===== config.mk =====
export PLATFORM = sky130hd
export DESIGN_NAME = drop_sequencer_flat
export DESIGN_NICKNAME = d
export VERILOG_FILES = /design/src/rtl/drop_sequencer_if.sv /design/src/rtl/drop_sequencer.sv /design/src/flat_wrapper.sv
export SDC_FILE = /design/constraint.sdc
export NUM_CORES = 1
export LEC_CHECK = 0
export CORE_UTILIZATION = 40
export CTS_CLUSTER_SIZE = 8
export DETAILED_ROUTE_END_ITERATION = 6
export GPL_ROUTABILITY_DRIVEN = 0
export GPL_TIMING_DRIVEN = 0
export PLACE_DENSITY_LB_ADDON = 0.15
export SLEW_MARGIN = 20
export SYNTH_ARGS = -nofsm -noshare
export SYNTH_HDL_FRONTEND = slang
export SYNTH_SLANG_ARGS = --single-unit

===== constraint.sdc =====
create_clock -name clk -period 2.5 [get_ports clk]
set_input_delay 0.5 -clock clk [delete_from_list [all_inputs] [get_ports clk]]
set_output_delay 0.5 -clock clk [all_outputs]
set_load 0.05 [all_outputs]

===== src/rtl/drop_sequencer_if.sv =====
// Handshake and data bundle between the sensor front end, drop_sequencer and the drop stage.
// The err signal only carries information when DROP_SEQ_ZERO_HEIGHT_GUARD_EN is defined.
interface drop_sequencer_if;
   logic        start;
   logic        abort;
   logic [7:0]  height;
   logic [15:0] t_lim;
   logic        drop_en;
   logic        busy;
   logic        done;
   logic [15:0] t_act;
   logic        drop_activated;
   logic        err;

   modport master (
      output start, abort, height, t_lim, drop_en,
      input  busy, done, t_act, drop_activated, err
   );

   modport slave (
      input  start, abort, height, t_lim, drop_en,
      output busy, done, t_act, drop_activated, err
   );
endinterface


===== src/rtl/drop_sequencer.sv =====
// Sequenced sqrt-and-compare drop controller: bit-serial 8.8 square root, t_act = root/2,
// timed drop hold. Optional zero-height guard enabled by DROP_SEQ_ZERO_HEIGHT_GUARD_EN.
module drop_sequencer #(
   parameter int unsigned HOLD_CYCLES = 4
) (
   input  logic           clk,
   input  logic           rst_n,
   drop_sequencer_if.slave bus
);

   typedef enum logic [2:0] {StIdle, StRoot, StCompare, StDrop, StZero} state_e;

   state_e      state_q;
   logic [31:0] rad_q;
   logic [19:0] rem_q;
   logic [15:0] root_q;
   logic [3:0]  iter_q;
   logic [15:0] tlim_q;
   logic        en_q;
   logic [7:0]  hold_q;
   logic [15:0] tact_q;
   logic        done_q;
   logic        drop_q;

   logic [19:0] rem_shift;
   logic [19:0] trial;
   logic        rem_ge;
   logic [19:0] rem_d;
   logic [15:0] root_d;
   logic [15:0] half_root;
   logic        hit;

   // One restoring-root step: bring in the next two radicand bits and try {root, 01}.
   always_comb begin
      rem_shift = {rem_q[17:0], rad_q[31:30]};
      trial     = {2'b00, root_q, 2'b01};
      rem_ge    = (rem_shift >= trial);
      rem_d     = rem_ge ? (rem_shift - trial) : rem_shift;
      root_d    = {root_q[14:0], rem_ge};
      half_root = {1'b0, root_q[15:1]};
      hit       = en_q && (half_root <= tlim_q);
   end

`ifdef DROP_SEQ_ZERO_HEIGHT_GUARD_EN
   logic err_q;
`endif

   always_ff @(posedge clk or negedge rst_n) begin
      if (!rst_n) begin
         state_q <= StIdle;
         rad_q   <= '0;
         rem_q   <= '0;
         root_q  <= '0;
         iter_q  <= '0;
         tlim_q  <= '0;
         en_q    <= 1'b0;
         hold_q  <= '0;
         tact_q  <= '0;
         done_q  <= 1'b0;
         drop_q  <= 1'b0;
`ifdef DROP_SEQ_ZERO_HEIGHT_GUARD_EN
         err_q   <= 1'b0;
`endif
      end else begin
         done_q <= 1'b0;
         if (state_q != StIdle && bus.abort) begin
            state_q <= StIdle;
            drop_q  <= 1'b0;
         end else begin
            case (state_q)
               StIdle: begin
                  if (bus.start && !bus.abort) begin
                     tlim_q <= bus.t_lim;
                     en_q   <= bus.drop_en;
                     rad_q  <= {bus.height, 16'h0000};
                     rem_q  <= '0;
                     root_q <= '0;
                     iter_q <= '0;
`ifdef DROP_SEQ_ZERO_HEIGHT_GUARD_EN
                     err_q  <= 1'b0;
                     state_q <= (bus.height == 8'd0) ? StZero : StRoot;
`else
                     state_q <= StRoot;
`endif
                  end
               end
               StRoot: begin
                  rad_q  <= {rad_q[29:0], 2'b00};
                  rem_q  <= rem_d;
                  root_q <= root_d;
                  iter_q <= iter_q + 4'd1;
                  if (iter_q == 4'd15) state_q <= StCompare;
               end
               StCompare: begin
                  tact_q <= half_root;
                  done_q <= 1'b1;
                  if (hit) begin
                     drop_q  <= 1'b1;
                     hold_q  <= 8'(HOLD_CYCLES);
                     state_q <= StDrop;
                  end else begin
                     state_q <= StIdle;
                  end
               end
               StDrop: begin
                  if (hold_q <= 8'd1) begin
                     drop_q  <= 1'b0;
                     state_q <= StIdle;
                  end else begin
                     hold_q <= hold_q - 8'd1;
                  end
               end
`ifdef DROP_SEQ_ZERO_HEIGHT_GUARD_EN
               StZero: begin
                  err_q   <= 1'b1;
                  done_q  <= 1'b1;
                  tact_q  <= '0;
                  state_q <= StIdle;
               end
`endif
               default: state_q <= StIdle;
            endcase
         end
      end
   end

   assign bus.busy           = (state_q != StIdle);
   assign bus.done           = done_q;
   assign bus.t_act          = tact_q;
   assign bus.drop_activated = drop_q;
`ifdef DROP_SEQ_ZERO_HEIGHT_GUARD_EN
   assign bus.err            = err_q;
`else
   assign bus.err            = 1'b0;
`endif

endmodule


===== src/flat_wrapper.sv =====
// flat-port wrapper written by rule: the top's interface ports become plain ports
module drop_sequencer_flat 
#(
   parameter int unsigned HOLD_CYCLES = 4
)
  (clk, rst_n, bus_start, bus_abort, bus_height, bus_t_lim, bus_drop_en, bus_busy, bus_done, bus_t_act, bus_drop_activated, bus_err);
  drop_sequencer_if bus_i ();
  input  logic clk;
  input  logic rst_n;
  input wire logic [$bits(bus_i.start)-1:0] bus_start;
  input wire logic [$bits(bus_i.abort)-1:0] bus_abort;
  input wire logic [$bits(bus_i.height)-1:0] bus_height;
  input wire logic [$bits(bus_i.t_lim)-1:0] bus_t_lim;
  input wire logic [$bits(bus_i.drop_en)-1:0] bus_drop_en;
  output wire logic [$bits(bus_i.busy)-1:0] bus_busy;
  output wire logic [$bits(bus_i.done)-1:0] bus_done;
  output wire logic [$bits(bus_i.t_act)-1:0] bus_t_act;
  output wire logic [$bits(bus_i.drop_activated)-1:0] bus_drop_activated;
  output wire logic [$bits(bus_i.err)-1:0] bus_err;
  assign bus_i.start = bus_start;
  assign bus_i.abort = bus_abort;
  assign bus_i.height = bus_height;
  assign bus_i.t_lim = bus_t_lim;
  assign bus_i.drop_en = bus_drop_en;
  assign bus_busy = bus_i.busy;
  assign bus_done = bus_i.done;
  assign bus_t_act = bus_i.t_act;
  assign bus_drop_activated = bus_i.drop_activated;
  assign bus_err = bus_i.err;
  drop_sequencer #(.HOLD_CYCLES(HOLD_CYCLES)) u_core (.clk(clk), .rst_n(rst_n), .bus(bus_i));
endmodule

==> qor.csv <==
stage,metric,value,unit
drt,ant_nets,0,
clock_network,cts_buffers,9,
sta,clock_skew,0.0106,ns
power,powerDensity,989,nW/µm²
clock_network,insertion_delay,0.35,ns
die,ios,49,
die,die_area,13900,µm²
placement,hpwl,9720,µm
global_routing,grt_max_degree,76,
synthesis,yosysWarnings,0,
drt,viasPerCell,5.42,
drt,routed_wl,13900,µm
clock_network,cts.clk_slew.worst_paths,0.07,ns
global_routing,grt_overflow,0,
drt,vias,4534,
global_routing,grt_pass1_wl,22900,µm
die,die_x,118,µm
placement,placed_cell_area,6080,µm²
synthesis,syn-cell-area,5380,µm²
drt,wl_per_cell,16.6,µm
clock_network,cts_hold_buf,0,
placement,io_buffers,45,
sta,setup-tns-final,0,ns
drt,drt_pre_antenna_iters,5,
cells_and_area,num-fill-cells,1216,
synthesis,syn_inst,576,
run_status,violations,hold timing,
synthesis,synth_top_flop_cell,dfrtp_1,
global_routing,grt_use_met2,33.3,%
sta,hold_violations,1,
die,die_h,118,µm
synthesis,yosys-top-cells-area,"dfrtp_1 46%, ha_1 8.4%, nand2_1 6.7%, o21ai_0 5.6%, mux2_2 3.1%",
global_routing,antenna_found_initial,0,
synthesis,ys_ff_latch,98,
worst_setup_path,crit_arrival,2.70,ns
sta,worstMarginPinSlew,0.734,ns
synthesis,synth.distinct_cells,56,
cells_and_area,nets,723,
sta,setup_violations,0,
worst_setup_path,required,2.72,ns
cells_and_area,diodes,0,
clock_network,cts_tree,yes,
worst_setup_path,critPathCaptureType,flop,
flow_run,drv_cap,0,
die,core,13200,µm²
synthesis,yosys.area.top_type,dfrtp_1,
cells_and_area,final_util,51.5,%
worst_setup_path,critPathMaxFanout,5,
global_routing,grt_pass1_vias,4508,
worst_setup_path,path_class,reg -> reg,
die,rows,42,
synthesis,async_flop_share,100,%
drt,drc_errors,0,
cells_and_area,syn2layout_area_growth,26.3,%
synthesis,synth_edf_count,0,
synthesis,netlist.area_leader.share,45.6,%
synthesis,avgSynthCellArea,9.34,µm²
worst_hold_path,hold_class,in -> async,
cells_and_area,design_area,6800,µm²
cells_and_area,drive_gt1_share,16.9,%
die,initial_core_util,40.8,%
sta,slew_headroom,50.9,%
sta,min_period,2.49,ns
sta,hold_slack,-0.000635,ns
global_routing,grt-busiest-layer,met2,
sta,final.period_utilization,99.5,%
power,vdd_drop_max,504,µV
clock_network,clock-sinks,98,
global_routing,use_met3,3.63,%
clock_network,cts.path.max_buffers,2,
sta,timing.fmax,402,MHz
global_routing,met1_usage,28.3,%
sta,drv_slew,0,
global_routing,grt_usage,20.8,%
worst_setup_path,crit_path_start_kind,flop,
run_status,status,"complete, but fails checks",
synthesis,ys_seq_area_share,45.6,%
power,p_leak,0.00296,µW
clock_network,clock-root-buffer,clkbuf_16,
drt,dr.first_iter.drc_count,271,
clock_network,htree_levels,3,
-- power by group --
part / internal, µW / leakage, µW / total, µW / switching (µW)
clock network: 821 / 0.000141 / 1420 / 599
logic: 1510 / 0.00154 / 3260 / 1750
registers: 1830 / 0.00128 / 2040 / 207
total: 4160 / 0.00296 / 6720 / 2560
-- cells by family after synthesis --
family	synth area share, %
compound gates	19.9
flops	45.6
buf+inv	5.05
xor+xnor	2.44
other cells	0.0697
simple gates	14.4
mux	4.25
fa+ha+maj	8.37
-- synth_stat cells (all sizes together) (2+ instances only) --
library cell / number
dfrtp: 98
nand2: 96
o21ai: 64
inv: 39
ha: 36
a21oi: 26
nor2: 22
clkbuf: 18
mux2: 15
o31ai: 11
a22o: 10
buf: 10
nand4: 8
nor3: 8
xnor2: 8
nand3: 7
o211ai: 7
xor2: 7
a22oi: 6
a31oi: 6
a32oi: 6
mux2i: 6
nand2b: 6
nor2b: 6
a21o: 5
nor4: 5
a211oi: 4
o21a: 4
or3: 3
and2: 2
and3: 2
o2111ai: 2
o21bai: 2
o32a: 2
or2: 2
-- state kept, by name, indices dropped and copies added, names as in the netlist --
name	count
u_core.tlim_q	16
u_core.state_q	2
u_core.bus.drop_activated	1
u_core.bus.done	1
u_core.root_q	16
u_core.rad_q	16
u_core.hold_q	8
u_core.bus.t_act	15
u_core.en_q	1
u_core.rem_q	18
u_core.iter_q	4
-- final timing paths --
path	from	endpoint	slack [ns]	depth (start not counted)
setup / recovery	u_core.root_q[10]	u_core.rem_q[17]	0.01	11
hold / removal	rst_n	u_core.hold_q[1]	-0.0006	1
setup reg to reg	u_core.root_q[10]	u_core.rem_q[17]	0.01	11
hold reg to reg	u_core.rad_q[19]	u_core.rad_q[19]	0.49	2
max in group asynchronous	rst_n	u_core.root_q[11]	1.84	2
min in group clk	u_core.rad_q[19]	u_core.rad_q[19]	0.49	2
-- critical path, cell delays in order (launching register included) --
cell	delay (ns)
dfrtp_2	0.41
inv_1	0.06
ha_2	0.31
buf_6	0.10
nand4_1	0.12
nor4_2	0.33
nor2_1	0.09
a31oi_2	0.20
nor3_4	0.09
buf_4	0.17
nor4_1	0.40
a211oi_1	0.08
-- layer usage --
layer  vias to the layer above  share of wire (%)
li1                       2200                  -
met1                      2215                 47
met2                       102                 47
met3                        17                3.8
met4                         0                1.7
met5                         -                  0
-- timing repair --
item	in CTS	in global routing
endpoints found under the setup margin	19	50
gates cloned	0	1
hold endpoints to repair	0	0
resized for setup	20	49
setup buffers	5	18
pin swaps	2	11
-- cell type report --
class	count	area [µm²]	share of cell area (%)
clock buffers	12	256	3.77
clock inverters	2	37.5	0.552
flip-flops and latches	98	2460	36.2
plain buffers	28	158	2.32
well taps	176	220	3.24
repair buffers	70	659	9.70
inverters	39	146	2.15
multi-input cells	412	2860	42.0
-- per-stage QoR --
| step | setup WS [ns] | total power [µW] | cells | hold slack, ns |
|---|---|---|---|---|
| 2_1_floorplan | 0.266 | 3980 | 577 | 0.204 |
| 3_3_place_gp | -2.79 | 4560 | 798 | 0.458 |
| 3_5_place_dp | -0.288 | 4630 | 799 | 0.373 |
| 4_1_cts | 0.00292 | 6210 | 818 | 0.00220 |
| 5_1_grt | -0.0561 | 7110 | 837 | 0.0106 |
| 6_report | 0.0133 | 6720 | 837 | -0.000635 |
-- placed cells by master (no fill, tap or decap), types with 7 or more instances in the layout --
cell	count
nand3_1	7
ha_1	23
a21oi_1	22
nor2_1	21
o31ai_1	9
mux2_2	15
xnor2_1	8
nand2_1	95
ha_4	7
dfrtp_1	89
nor3_1	7
inv_1	38
buf_4	26
o211ai_1	7
a22o_1	10
clkbuf_1	16
clkdlybuf4s50_1	44
o21ai_0	57
xor2_1	7
dfrtp_2	9
nand4_1	8
clkbuf_16	9
Power figures use the tool's default switching activity.
